<file path="config.mk">
export PLATFORM = sky130hd
export DESIGN_NAME = pipes_sumreduce
export DESIGN_NICKNAME = d
export VERILOG_FILES = /design/src/rtl/pipes_sumreduce_pkg.sv /design/src/rtl/pipes_sumreduce_add_f32.sv /design/src/rtl/pipes_sumreduce.sv
export SDC_FILE = /design/constraint.sdc
export NUM_CORES = 2
export LEC_CHECK = 0
export CELL_PAD_IN_SITES_DETAIL_PLACEMENT = 1
export CELL_PAD_IN_SITES_GLOBAL_PLACEMENT = 2
export CORE_MARGIN = 8
export CORE_UTILIZATION = 30
export DETAILED_ROUTE_END_ITERATION = 8
export PLACE_DENSITY_LB_ADDON = 0.1
export SLEW_MARGIN = 30
export SYNTH_ARGS = -nofsm -noshare
export SYNTH_HDL_FRONTEND = slang
export SYNTH_SLANG_ARGS = --single-unit
</file>
<file path="constraint.sdc">
create_clock -name CLK -period 44 [get_ports CLK]
set_input_delay 8.8 -clock CLK [delete_from_list [all_inputs] [get_ports CLK]]
set_output_delay 8.8 -clock CLK [all_outputs]
set_load 0.01 [all_outputs]
</file>
<file path="src/rtl/pipes_sumreduce_pkg.sv">
// Shared definitions for the pipes_* reduction stages.
// Holds the float32 field layout, the special encodings used by the
// unsigned-magnitude adder, and the reduction FSM state encoding.
package pipes_sumreduce_pkg;

  localparam int unsigned VARWIDTH = 32;
  localparam int unsigned EXP_BITS = 8;
  localparam int unsigned MAN_BITS = 23;
  localparam int unsigned BIAS     = 127;
  // All-ones exponent (inf/NaN), derived from the bias
  localparam int unsigned EXP_MAX  = 2 * BIAS + 1;

  localparam logic [VARWIDTH-1:0] F32_ZERO = 32'h0000_0000;
  localparam logic [VARWIDTH-1:0] F32_PINF = 32'h7F80_0000;

  typedef enum logic [1:0] {
    IDLE = 2'd0,
    ACC  = 2'd1,
    DONE = 2'd2
  } state_e;

endpackage

</file>
<file path="src/rtl/pipes_sumreduce_add_f32.sv">
// add_f32: combinational float32 adder for non-negative magnitudes.
// Ports:
//   a, b : float32 operands (sign bits ignored)
//   sum  : float32 result, sign always 0
// Zero-exponent operands are flushed to zero, inf/NaN operands or an
// exponent overflow give +inf, and the result is truncated toward zero.
module add_f32
  import pipes_sumreduce_pkg::*;
(
  input  logic [VARWIDTH-1:0] a,
  input  logic [VARWIDTH-1:0] b,
  output logic [VARWIDTH-1:0] sum
);

  localparam int unsigned MW = MAN_BITS + 1;  // mantissa including hidden bit

  logic [EXP_BITS-1:0] ea, eb, big_e, small_e, diff;
  logic [MW-1:0]       ma, mb, big_m, small_m, small_sh;
  logic [MW:0]         msum;
  logic [EXP_BITS:0]   e_res;
  logic [MAN_BITS-1:0] m_res;

  logic unused_signs;
  assign unused_signs = a[VARWIDTH-1] ^ b[VARWIDTH-1];

  always_comb begin
    ea = a[VARWIDTH-2 -: EXP_BITS];
    eb = b[VARWIDTH-2 -: EXP_BITS];
    ma = (ea == '0) ? '0 : {1'b1, a[MAN_BITS-1:0]};
    mb = (eb == '0) ? '0 : {1'b1, b[MAN_BITS-1:0]};

    if (ea >= eb) begin
      big_e = ea; big_m = ma; small_e = eb; small_m = mb;
    end else begin
      big_e = eb; big_m = mb; small_e = ea; small_m = ma;
    end

    diff     = big_e - small_e;
    small_sh = (diff >= EXP_BITS'(MW + 1)) ? '0 : (small_m >> diff);
    msum     = {1'b0, big_m} + {1'b0, small_sh};

    // Both operands non-negative, so the only renormalisation is a carry-out
    if (msum[MW]) begin
      e_res = {1'b0, big_e} + (EXP_BITS + 1)'(1);
      m_res = msum[MW-1:1];
    end else begin
      e_res = {1'b0, big_e};
      m_res = msum[MAN_BITS-1:0];
    end

    if ((ea == EXP_BITS'(EXP_MAX)) || (eb == EXP_BITS'(EXP_MAX)) ||
        (e_res >= (EXP_BITS + 1)'(EXP_MAX))) begin
      sum = F32_PINF;
    end else begin
      sum = {1'b0, e_res[EXP_BITS-1:0], m_res};
    end
  end

endmodule

</file>
<file path="src/rtl/pipes_sumreduce.sv">
// pipes_sumreduce: serial float32 sum of a WIDTH-lane vector.
// Captures one vector per transaction, adds one lane per enabled cycle,
// then holds the sum behind a valid/ready handshake.
// Ports:
//   CLK, RST          : clock, asynchronous active-high reset
//   EN                : stage enable; all state holds while low
//   in_valid/in_ready : input vector handshake
//   vals              : packed lanes, lane k at vals[k*32 +: 32]
//   out_valid/out_ready : result handshake
//   sum               : accumulated float32 sum
//   ovf               : (only with PIPES_SUMREDUCE_OVF_EN) saturation seen
// Optional feature macro: PIPES_SUMREDUCE_OVF_EN
module pipes_sumreduce
  import pipes_sumreduce_pkg::*;
#(
  parameter int unsigned WIDTH = 16
) (
  input  logic                      CLK,
  input  logic                      RST,
  input  logic                      EN,
  input  logic                      in_valid,
  output logic                      in_ready,
  input  logic [VARWIDTH*WIDTH-1:0] vals,
  output logic                      out_valid,
  input  logic                      out_ready,
  output logic [VARWIDTH-1:0]       sum
`ifdef PIPES_SUMREDUCE_OVF_EN
  ,
  output logic                      ovf
`endif
);

  localparam int unsigned IDXW = (WIDTH > 1) ? $clog2(WIDTH) : 1;

  state_e              state_q, state_d;
  logic [IDXW-1:0]     idx_q, idx_d;
  logic [VARWIDTH-1:0] acc_q, acc_d;
  logic [VARWIDTH-1:0] sum_q, sum_d;
  logic [VARWIDTH-1:0] lane_q [WIDTH];
  logic [VARWIDTH-1:0] add_res;
  logic                load;

  add_f32 u_add (
    .a   (acc_q),
    .b   (lane_q[idx_q]),
    .sum (add_res)
  );

`ifdef PIPES_SUMREDUCE_OVF_EN
  logic ovf_q, ovf_d;
`endif

  always_comb begin
    state_d = state_q;
    idx_d   = idx_q;
    acc_d   = acc_q;
    sum_d   = sum_q;
    load    = 1'b0;
`ifdef PIPES_SUMREDUCE_OVF_EN
    ovf_d   = ovf_q;
`endif
    if (EN) begin
      unique case (state_q)
        IDLE: begin
          if (in_valid) begin
            load    = 1'b1;
            acc_d   = F32_ZERO;
            idx_d   = '0;
            state_d = ACC;
`ifdef PIPES_SUMREDUCE_OVF_EN
            ovf_d   = 1'b0;
`endif
          end
        end
        ACC: begin
          acc_d = add_res;
          idx_d = idx_q + IDXW'(1);
`ifdef PIPES_SUMREDUCE_OVF_EN
          // +inf only arises from an inf/NaN lane or exponent overflow
          ovf_d = ovf_q | (add_res == F32_PINF);
`endif
          if (idx_q == IDXW'(WIDTH - 1)) begin
            idx_d   = '0;
            sum_d   = add_res;
            state_d = DONE;
          end
        end
        DONE: begin
          if (out_ready) state_d = IDLE;
        end
        default: state_d = IDLE;
      endcase
    end
  end

  always_ff @(posedge CLK or posedge RST) begin
    if (RST) begin
      state_q <= IDLE;
      idx_q   <= '0;
      acc_q   <= F32_ZERO;
      sum_q   <= F32_ZERO;
      for (int k = 0; k < int'(WIDTH); k++) lane_q[k] <= F32_ZERO;
`ifdef PIPES_SUMREDUCE_OVF_EN
      ovf_q   <= 1'b0;
`endif
    end else begin
      state_q <= state_d;
      idx_q   <= idx_d;
      acc_q   <= acc_d;
      sum_q   <= sum_d;
      if (load) begin
        for (int k = 0; k < int'(WIDTH); k++) lane_q[k] <= vals[k*VARWIDTH +: VARWIDTH];
      end
`ifdef PIPES_SUMREDUCE_OVF_EN
      ovf_q   <= ovf_d;
`endif
    end
  end

  assign in_ready  = (state_q == IDLE) && !RST;
  assign out_valid = (state_q == DONE);
  assign sum       = sum_q;
`ifdef PIPES_SUMREDUCE_OVF_EN
  assign ovf       = ovf_q;
`endif

endmodule

</file>
==> results list <==
- The worst setup path is captured at an output port.
* Final #Nets: 3193
- Inserted Clock Buffers: 71
* Fraction of layout cells with a size suffix above 1: a little under a third
- Number of antenna violations at the first check in global routing: a little under 80
* Compound-gate portion of the synthesized area: 8.35%
* Count of antenna-violating nets left after detailed routing: 0
- At the pin with the least slew margin, the transition time is 953 ps.
* Sum of buffers and inverters on the critical path: 2
- Before antenna repair, the detailed router went through 6 iterations.
- Layout overhead on the synthesized area: 31.9%
- Post-Syn Instances: 2143
- The H-tree was split into 3 levels.
- For the finished layout, the period the worst path requires is 18880 ps.
* Share of synthesized flip-flops with an asynchronous set or reset: 100%
* Worst min path class: reg -> reg
- Number of remaining DRC errors: 0
- Across the run, the number of max-cap violations was 0.
* Core Region: 96300 um2
- Crit-path slowest cell: sky130_fd_sc_hd__clkdlybuf4s50_1
- Measured along the x axis, the die boundary spans 327 um.
- In the finished design, the share of the clock period the worst path needs comes to 42.9%.
- The floorplan step set the die height to ~330 um.
* # IOs: 551
* Max Root-Sink Buffers: 3
- TritonCTS built the clock tree.
- Unrepaired setup endpoints after global routing: no
- Routability congestion estimate: 0.828
- After synthesis, the share of cell area in mux cells is 32.2%.
* Most frequent cells in the layout: 560 x sky130_fd_sc_hd__dfrtp_1, 533 x sky130_fd_sc_hd__clkdlybuf4s50_1, 503 x sky130_fd_sc_hd__mux2_2
- The tightest hold path in the finished design has a slack of approximately 480 ps.
- The initial utilization of the core area, before any placement, comes to 30.1%.
- Total grt overflow: 0
* Relative slew slack: 36.4%
* Area of the die: about 110000 um2
- Final hold violation count: 0
* Combined global-route utilization of all metal layers: 19.6%
- Of the total synthesized cell area, the portion taken by AND, OR, NAND and NOR gates is 5.34%.
* Largest fanout on the critical path: 2
- Crit path max-delay family: buffers and inverters
- Pin count of the biggest net entering global routing: 190
- After detailed placement, the design holds a cell count of 3837.
- Detailed Route Iter0 Violations: 1090
- Dominant register cell in the synthesized netlist: sky130_fd_sc_hd__dfrtp_1
* Final-layout setup total negative slack: 0 ps
* Total of hold buffers inserted after clock tree synthesis: 0
- Xor and xnor area share after synthesis: approximately 1.1%
* Number of buffers inserted by post-CTS setup repair: 0
* Timing-limited maximum frequency: 53.0 MHz
- Count of flip-flops with a built-in enable after synthesis: 0
* Dominant cell type by area after synthesis: sky130_fd_sc_hd__dfrtp_1
- Summing over every cut layer, the via total after detailed routing is 20300.
- Of the synthesized area, sequential elements account for about half.
* Proportion of netlist area held by the largest area contributor: 48.7%
- By area, the combinational part of the netlist is dominated by multiplexers.
- Number of buffers inserted by port buffering: 533
* Critical-path cell list: clkdlybuf4s50_1, nor3_1, clkdlybuf4s50_1
* Final routed wire length divided by cell count: between 20 and 30 um
* Leading cell type in the layout, fill and taps excluded: sky130_fd_sc_hd__dfrtp_1
* Share of synthesized cell area in full adder, half adder and majority cells: 1.71%
- Sink Count: 564
* Clock transition time at the flip-flop clock pins of the worst setup and hold paths: around 50 ps
- The flow ran to the end, and the final reports show no timing, DRC or antenna violations.
- Slowest Stage Delay on Critical Path: 570 ps
- Ys Warns: 0
- Crit Path Class: in -> out
- Post-CTS sizing: 0
- At the worst endpoint, the required time is between 30000 and 40000 ps.
* Fin Clk Skew: 21.5 ps
- Final HPWL from detailed placement: 80200 um
- Count of standard-cell rows: 114
- When the netlist entered floorplanning its net count stood at about 2700.
- The root buffer cell chosen for the clock tree is sky130_fd_sc_hd__clkbuf_16.
* Per-instance average area after synthesis: 13.5 um2
* Synthesized cell area: 29000 um2
- Total length of routed wires: approximately 110000 um
- Clk Latency, worst-skew pair: 640 ps
- Non-filler instance count after layout: 4011
- Synthesis inferred 564 register bits.
* Global-route wire length before repair: 157000 um
- Vias in the first global route: 22900
* Arrival time at the worst endpoint: approximately 10000 ps
- CP Launch Type: primary input
- Area contributors post-synth: sky130_fd_sc_hd__dfrtp_1 49%, sky130_fd_sc_hd__mux2_2 20%, sky130_fd_sc_hd__mux4_2 10%
- Fin. max-slew vios: 0
* Final Setup Violations: 0
- In the routed layout, each cell is associated on average with a via count of a little over 5.
* Top cell by count, worst path: sky130_fd_sc_hd__clkdlybuf4s50_1
* Synth cell types: 97
==> cells by family after synthesis <==
kind of cell,after synthesis
muxes,677
DFF,564
AOI/OAI and AO/OA,340
and+or+nand+nor,323
buffers and inverters,165
adders and majority gates,39
xor gates and xnor gates,34
other,1
==> synth_stat cells (all sizes together) (5+ instances only) <==
cell,count
o211ai,14
nand4,6
nor4,9
or2,7
and3,9
and2,8
dfrtp,564
xor2,11
a32oi,7
a21o,29
o21ai,63
nand2,141
clkbuf,94
inv,21
a211oi,5
mux2,504
ha,38
a21oi,76
nor2,70
a32o,5
o31ai,13
o22ai,13
nor3,18
a22o,44
mux2i,25
a22oi,14
mux4,148
nand3,19
nand2b,7
buf,49
a221oi,5
xnor2,23
a31oi,9
nor2b,10
==> per-layer routing <==
layer | track usage (%) | wire length [um] | part of all wire [%] | vias up
met4 | 5.70 | 2160 | 2.0 | 48
li1 | - | - | - | 9147
met5 | 0 | 311 | 0.29 | -
met3 | 7.11 | 7910 | 7.5 | 177
met1 | 23.9 | 43300 | 41 | 10500
met2 | 32.4 | 52000 | 49 | 471
==> flip-flops by register name, indices dropped and copies added, names as in the netlist <==
name and count:
state_q 2, sum 31, acc_q 31, lane_q 496, idx_q 4
==> cell type report <==
cell class,instances,area [um2]
Clock buffer,103,2110
Sequential cell,564,14100
Fill cell,9978,58100
Antenna cell,43,108
Tap cell,1276,1600
Inverter,22,95.1
Timing Repair Buffer,564,5670
Multi-Input combinational cell,1414,14200
Clock inverter,25,328
==> final timing paths <==
path,from,end,slack [ps],cells after the start
setup / recovery,RST,in_ready,25120,3
hold / removal,sum[12],sum[12],480,2
setup reg to reg,idx_q[0],sum[13],31660,33
hold reg to reg,sum[12],sum[12],480,2
max in group asynchronous,RST,lane_q[458],33150,5
min in group asynchronous,RST,lane_q[62],8630,2
==> worst register-to-register path: cells and delay by family, from the launching register on <==
family	cells	cell delay [ps]
flops	1	920
mux	3	1360
compound gates	16	5650
simple gates	6	1440
fa+ha+maj	4	1250
buf+inv	4	1560
==> per-stage QoR <==
step / setup WS [ps] / utilization [%] / cell area, um2
floorplan: 19430 / - / 29000
global placement: 25110 / 36.9 / 35600
detailed placement: 25130 / 36.9 / 35600
CTS: 25120 / 39.5 / 38000
global route: 25010 / 39.6 / 38200
finish: 25120 / 39.7 / 38200
Power is left out: the tool's default activity adds up to more than one toggle a clock period on the data nets, which glitch-free logic cannot reach.
